File: src/rtl/core_pkg.sv
// Shared core types and widths: hazard FSM states, register index width and
// counter widths used by the hazard controller.
package core_pkg;

  typedef enum logic [0:0] {
    RUN      = 1'b0,
    LU_STALL = 1'b1
  } hz_state_e;

  localparam int REG_W  = 5;
  localparam int BCNT_W = 3;
  localparam int WAIT_W = 8;
  localparam int PERF_W = 32;

  localparam logic [REG_W-1:0] REG_ZERO = 5'd0;

endpackage

File: src/rtl/hazard_perf_cnt.sv
// Stall-cycle and redirect counters for the hazard controller; instantiated
// only when HAZARD_PERF_CNT_EN is defined. Both counters wrap modulo 2^32.
module hazard_perf_cnt
  import core_pkg::*;
(
  input  logic              clk,
  input  logic              reset,
  input  logic              i_stall,
  input  logic              i_flush,
  output logic [PERF_W-1:0] o_stall_cnt,
  output logic [PERF_W-1:0] o_flush_cnt
);

  logic [PERF_W-1:0] r_stall_cnt;
  logic [PERF_W-1:0] r_flush_cnt;

  always_ff @(posedge clk or posedge reset) begin
    if (reset) begin
      r_stall_cnt <= '0;
      r_flush_cnt <= '0;
    end else begin
      if (i_stall) r_stall_cnt <= r_stall_cnt + 1'b1;
      if (i_flush) r_flush_cnt <= r_flush_cnt + 1'b1;
    end
  end

  assign o_stall_cnt = r_stall_cnt;
  assign o_flush_cnt = r_flush_cnt;

endmodule

File: src/rtl/hazard_ctrl.sv
// Pipeline hazard controller beside ID: dmem freeze > branch redirect > load-use
// stall > fetch wait. Optional perf counters under macro HAZARD_PERF_CNT_EN.
module hazard_ctrl
  import core_pkg::*;
#(
  parameter int LOAD_USE_BUBBLES = 1,
  parameter int MEM_TIMEOUT      = 255
)(
  input  logic              clk,
  input  logic              reset,
  input  logic [REG_W-1:0]  id_rs1,
  input  logic [REG_W-1:0]  id_rs2,
  input  logic              id_use_rs1,
  input  logic              id_use_rs2,
  input  logic              ex_mem_read,
  input  logic [REG_W-1:0]  ex_rd,
  input  logic              branch_taken,
  input  logic              imem_ready,
  input  logic              mem_req,
  input  logic              dmem_ready,
  output logic              pc_write,
  output logic              ifid_write,
  output logic              ifid_flush,
  output logic              idex_write,
  output logic              idex_flush,
  output logic              exmem_write,
  output logic              memwb_flush,
  output logic              mem_timeout_err,
  output logic [PERF_W-1:0] perf_stall_cnt,
  output logic [PERF_W-1:0] perf_flush_cnt
);

  localparam logic [0:0]        S_RUN      = 1'(RUN);
  localparam logic [0:0]        S_LU       = 1'(LU_STALL);
  localparam logic [BCNT_W-1:0] BUBBLES_M1 = BCNT_W'(LOAD_USE_BUBBLES - 1);
  localparam logic [WAIT_W-1:0] TIMEOUT_M1 = WAIT_W'(MEM_TIMEOUT - 1);

  logic [0:0]        r_state;
  logic [BCNT_W-1:0] r_bcnt;
  logic [WAIT_W-1:0] r_wait;
  logic              r_err;

  logic w_busy;
  logic w_freeze;
  logic w_in_run;
  logic w_load_use;
  logic w_branch_act;
  logic w_lu_act;

  assign w_busy   = mem_req & ~dmem_ready;
  // Once timed out the pipeline stays frozen until reset, even if dmem recovers.
  assign w_freeze = w_busy | r_err;
  assign w_in_run = (r_state == S_RUN);

  assign w_load_use = ex_mem_read && (ex_rd != REG_ZERO) &&
                      ((id_use_rs1 && (id_rs1 == ex_rd)) ||
                       (id_use_rs2 && (id_rs2 == ex_rd)));

  assign w_branch_act = ~w_freeze & w_in_run & branch_taken;
  assign w_lu_act     = ~w_freeze & ~w_branch_act & (w_load_use | ~w_in_run);

  always_comb begin
    pc_write    = 1'b1;
    ifid_write  = 1'b1;
    ifid_flush  = 1'b0;
    idex_write  = 1'b1;
    idex_flush  = 1'b0;
    exmem_write = 1'b1;
    memwb_flush = 1'b0;
    if (w_freeze) begin
      pc_write    = 1'b0;
      ifid_write  = 1'b0;
      idex_write  = 1'b0;
      exmem_write = 1'b0;
      memwb_flush = 1'b1;
    end else if (w_branch_act) begin
      ifid_flush = 1'b1;
      idex_flush = 1'b1;
    end else if (w_lu_act) begin
      pc_write   = 1'b0;
      ifid_write = 1'b0;
      idex_flush = 1'b1;
    end else if (!imem_ready) begin
      pc_write   = 1'b0;
      ifid_flush = 1'b1;
    end
  end

  // The RUN cycle that detects the hazard is the first bubble; LU_STALL adds the rest.
  always_ff @(posedge clk or posedge reset) begin
    if (reset) begin
      r_state <= S_RUN;
      r_bcnt  <= '0;
    end else if (!w_freeze) begin
      if (w_in_run) begin
        if (w_load_use && !branch_taken && (LOAD_USE_BUBBLES > 1)) begin
          r_state <= S_LU;
          r_bcnt  <= BUBBLES_M1;
        end
      end else begin
        r_bcnt <= r_bcnt - 1'b1;
        if (r_bcnt == BCNT_W'(1)) r_state <= S_RUN;
      end
    end
  end

  always_ff @(posedge clk or posedge reset) begin
    if (reset) begin
      r_wait <= '0;
      r_err  <= 1'b0;
    end else begin
      if (!w_busy)          r_wait <= '0;
      else if (r_wait != '1) r_wait <= r_wait + 1'b1;
      if (w_busy && (r_wait == TIMEOUT_M1)) r_err <= 1'b1;
    end
  end

  assign mem_timeout_err = r_err;

`ifdef HAZARD_PERF_CNT_EN
  hazard_perf_cnt u_perf (
    .clk         (clk),
    .reset       (reset),
    .i_stall     (~pc_write),
    .i_flush     (w_branch_act),
    .o_stall_cnt (perf_stall_cnt),
    .o_flush_cnt (perf_flush_cnt)
  );
`else
  assign perf_stall_cnt = '0;
  assign perf_flush_cnt = '0;
`endif

`ifndef SYNTHESIS
  a_no_branch_in_stall: assert property (@(posedge clk) disable iff (reset)
    !((r_state == S_LU) && branch_taken))
    else $error("branch_taken asserted while in load-use stall");
`endif

endmodule

File: config.mk
export PLATFORM = sky130hd
export DESIGN_NAME = hazard_ctrl
export DESIGN_NICKNAME = d
export VERILOG_FILES = /design/src/rtl/core_pkg.sv /design/src/rtl/hazard_perf_cnt.sv /design/src/rtl/hazard_ctrl.sv
export SDC_FILE = /design/constraint.sdc
export NUM_CORES = 1
export LEC_CHECK = 0
export BUFFER_PORTS_ARGS = -buffer_cell sky130_fd_sc_hd__buf_4
export CELL_PAD_IN_SITES_DETAIL_PLACEMENT = 0
export CELL_PAD_IN_SITES_GLOBAL_PLACEMENT = 1
export CORE_MARGIN = 1
export CORE_UTILIZATION = 25
export CTS_CLUSTER_SIZE = 14
export DETAILED_ROUTE_END_ITERATION = 8
export PLACE_DENSITY = 0.83
export SYNTH_ARGS = -nofsm -noshare
export SYNTH_HDL_FRONTEND = slang
export SYNTH_SLANG_ARGS = --single-unit
File: constraint.sdc
create_clock -name clk -period 1.38 [get_ports clk]
set_clock_uncertainty 0.2 [all_clocks]
set_input_delay 0.069 -clock clk [delete_from_list [all_inputs] [get_ports clk]]
set_output_delay 0.069 -clock clk [all_outputs]
set_load 0.005 [all_outputs]
==> results.tsv <==
stage	metric	value	unit
critical_path	cpMaxStageDelayCell	dfrtp_1	
power_and_ir_drop	p_per_area	561.1	nW/um^2
cts	htreeDepth	1	
power_and_ir_drop	power_frac_clock	0.348	
final_layout	nNetsFinal	241	
synth	seq_area_frac_synth	0.2412	
power_and_ir_drop	pwr-share-seq	0.407	
timing	setup_slack	-0.3146	ns
global_routing	grt_usage	0.08312	
final_layout	fin_area	1699	um^2
synth	ys.flop_type	dfrtp_1	
cts	cts_root_buf	clkbuf_8	
routing	dr.pass1.iters	2	
critical_path	worstPathRequired	1.11	ns
critical_path	critPathKind	reg2out	
timing	rsz0062_at_grt	yes	
synth	avgSynthCellArea	8.591	um^2
power_and_ir_drop	p_switching	247.7	uW
critical_path	crit_fanout	4	
global_routing	grt_pass1_vias	864	
synth	synth_area_leaders	buf_4 (36%), dfrtp_1 (24%), xnor2_1 (8.4%)	
final_layout	diodes	0	
global_routing	grt_max_degree	14	
critical_path	slowest_delay	0.42	ns
synth	synth_edf_count	0	
final_layout	drive_gt1_frac	0.3208	
timing	setup_tns	-1.188	ns
hold_path	worstHoldPathType	in2reg	
power_and_ir_drop	max-vdd-ir-drop	0.2093	mV
synth	syn_area	1349	um^2
global_routing	globalRoute.totalOverflow	0	
final_layout	instances_no_fill	282	
critical_path	critPathTopFamily	simple AND/OR/NAND/NOR gates	
cts	clock-sinks	13	
routing	ant_nets	0	
timing	maxSlewViolCount	0	
routing	routed_wirelength	2375	um
power_and_ir_drop	internal_power	705.6	uW
timing	finalSetupViolations	4	
floorplan	die-height	75.45	um
synth	synth_commonest_cells	buf_4 (65), dfrtp_1 (13), xnor2_1 (13)	
routing	routedWlPerCell	8.422	um
power_and_ir_drop	p_sw_frac	0.2599	
timing	hold_ws	0.01721	ns
cts	path_clk_slew	0.05	ns
critical_path	path_cells	nor2_4 > inv_2 > nor4b_4 > o2bb2ai_1 > buf_4	
power_and_ir_drop	p_leak	0.0008957	uW
placement	dp_hpwl	1945	um
cts	cts_tree	done	
synth	async_flop_share	1.000	
synth	synthMostInstantiatedCell	buf_4	
routing	drc_errors	0	
critical_path	cp-start-kind	register	
final_layout	area_delta_synth_final	25.97	%
cts	clk_latency	0.24	ns
floorplan	io_pins	96	
cts	clockBufferDepth	2	
placement	io_buffer_count	31	
timing	finalCriticalPeriod	1.695	ns
synth	synth_top_cell_by_area	buf_4	
floorplan	die_area	5693	um^2
routing	initialDrtViolationCount	16	
critical_path	critPathCaptureType	output pin	
critical_path	path_buf_inv	2	
timing	max_clock_freq	590.1	MHz
run_status	violations	negative setup slack	
placement	placed_cell_area	1564	um^2
power_and_ir_drop	comb_power_share	0.245	
run_status	status	finished, violations left	
global_routing	grt_pass1_wl	3574	um
routing	vias	1014	
floorplan	core.rowCount	26	
floorplan	die_x	75.45	um
synth	synth_top_area_frac	0.3618	
placement	gp_congestion	0.7318	
synth	synth.distinct_cells	30	
floorplan	initial_core_util	0.2624	
floorplan	core	5140	um^2
timing	fin_crit_sh	1.228	
job	maxCapViolations	0	
routing	vias_per_cell	3.596	
timing	finalHoldViolCount	0	
placement	dp.cells	274	
cts	cts_buffers	3	
synth	yosysWarnings	0	
critical_path	arrival	1.43	ns
synth	syn_inst	157	
synth	synth-seq-cells	13	
global_routing	antenna_found_initial	0	
==> layout make-up <==
class	count	area [um^2]
clock buffer	4	45.04
sequential	13	325.3
tap	70	87.58
timing repair buffer	54	417.9
fill	577	3441
inverter	8	30.03
multi-input combinational	133	793.3
==> worst register-to-register path, stage by stage (launching register included) <==
cell	delay, ns
dfrtp_1	0.41
buf_6	0.14
inv_1	0.04
ha_1	0.31
a211oi_2	0.18
==> per-layer routing <==
layer / global-route usage / up-vias / routed length (um)
met2: 0.1607 / 50 / 1243
met5: 0 / - / 0
met4: 0.01029 / 0 / 0
li1: - / 498 / -
met1: 0.08394 / 466 / 914
met3: 0.03704 / 0 / 217
==> metrics by stage <==
stage / worst slack (ns) / total power, uW / utilization
detailed placement: -0.1761 / 616.5 / 0.3043
CTS: -0.2932 / 956.3 / 0.3208
global route: -0.4053 / 1024 / 0.3306
floorplan: -0.03022 / 636.8 / -
finish: -0.3146 / 953.3 / 0.3306
global placement: -0.1568 / 612.3 / 0.3043
==> cells by family after synthesis <==
family,after synthesis,synth area share
AOI/OAI and AO/OA,18,0.09091
xor gates and xnor gates,13,0.08442
DFF,13,0.2412
muxes,2,0.01484
buffers and inverters,74,0.3878
other,1,0.002780
adders and majority gates,4,0.03711
and+or+nand+nor,32,0.1410
==> layout by cell type, fill, tap and decap left out, types with 2 or more instances in the layout <==
cell type      netlist  routed
nor2_1               5       5
conb_1               1      64
dfrtp_1             13      13
dlygate4sd3_1        0       2
nand4_1              2       2
buf_4               65      50
clkbuf_8             0       3
nand2b_1             2       2
and3_4               0       2
nor3_1               3       2
a21oi_1              2       2
ha_1                 4       3
buf_6                0       2
nand3_2              0       2
inv_1                8       7
nand3_1              6       4
and3_1               5       3
o21ai_0              4       4
a31oi_1              4       4
nand2_1              4       4
mux2i_1              2       2
xnor2_1             13      13
==> path summary, 6_finish.rpt <==
kind                                 start               to  slack, ns  cells after the start
min in group asynchronous            reset        r_wait[5]       0.20                      3
max reg2reg                      r_wait[0]        r_wait[1]       0.02                      4
max in group asynchronous            reset  mem_timeout_err       0.45                      3
max                        mem_timeout_err       idex_flush      -0.31                      5
min                             dmem_ready  mem_timeout_err       0.02                      3
min reg2reg                      r_bcnt[2]        r_bcnt[2]       0.29                      1
==> registers in the layout, indices dropped and copies added, names as in the netlist <==
signal and flops:
r_bcnt 3, r_state 1, mem_timeout_err 1, r_wait 8
==> repair_timing <==
item                       4_1_cts  5_1_grt
pin swaps                        3        1
hold buffers                     2        0
resized for setup                5        8
setup buffers                    1        2
setup endpoints to repair        8       10
hold endpoints to repair        15        0
==> power by group through the flow <==
stage	Clock, uW	Sequential (uW)	Combinational [uW]
6_report	332	388	234
5_1_grt	366	388	271
2_1_floorplan	0	394	243
3_3_place_gp	0	392	220
3_5_place_dp	0	393	224
4_1_cts	341	386	229
No activity file was read; power rests on OpenSTA's default activity.
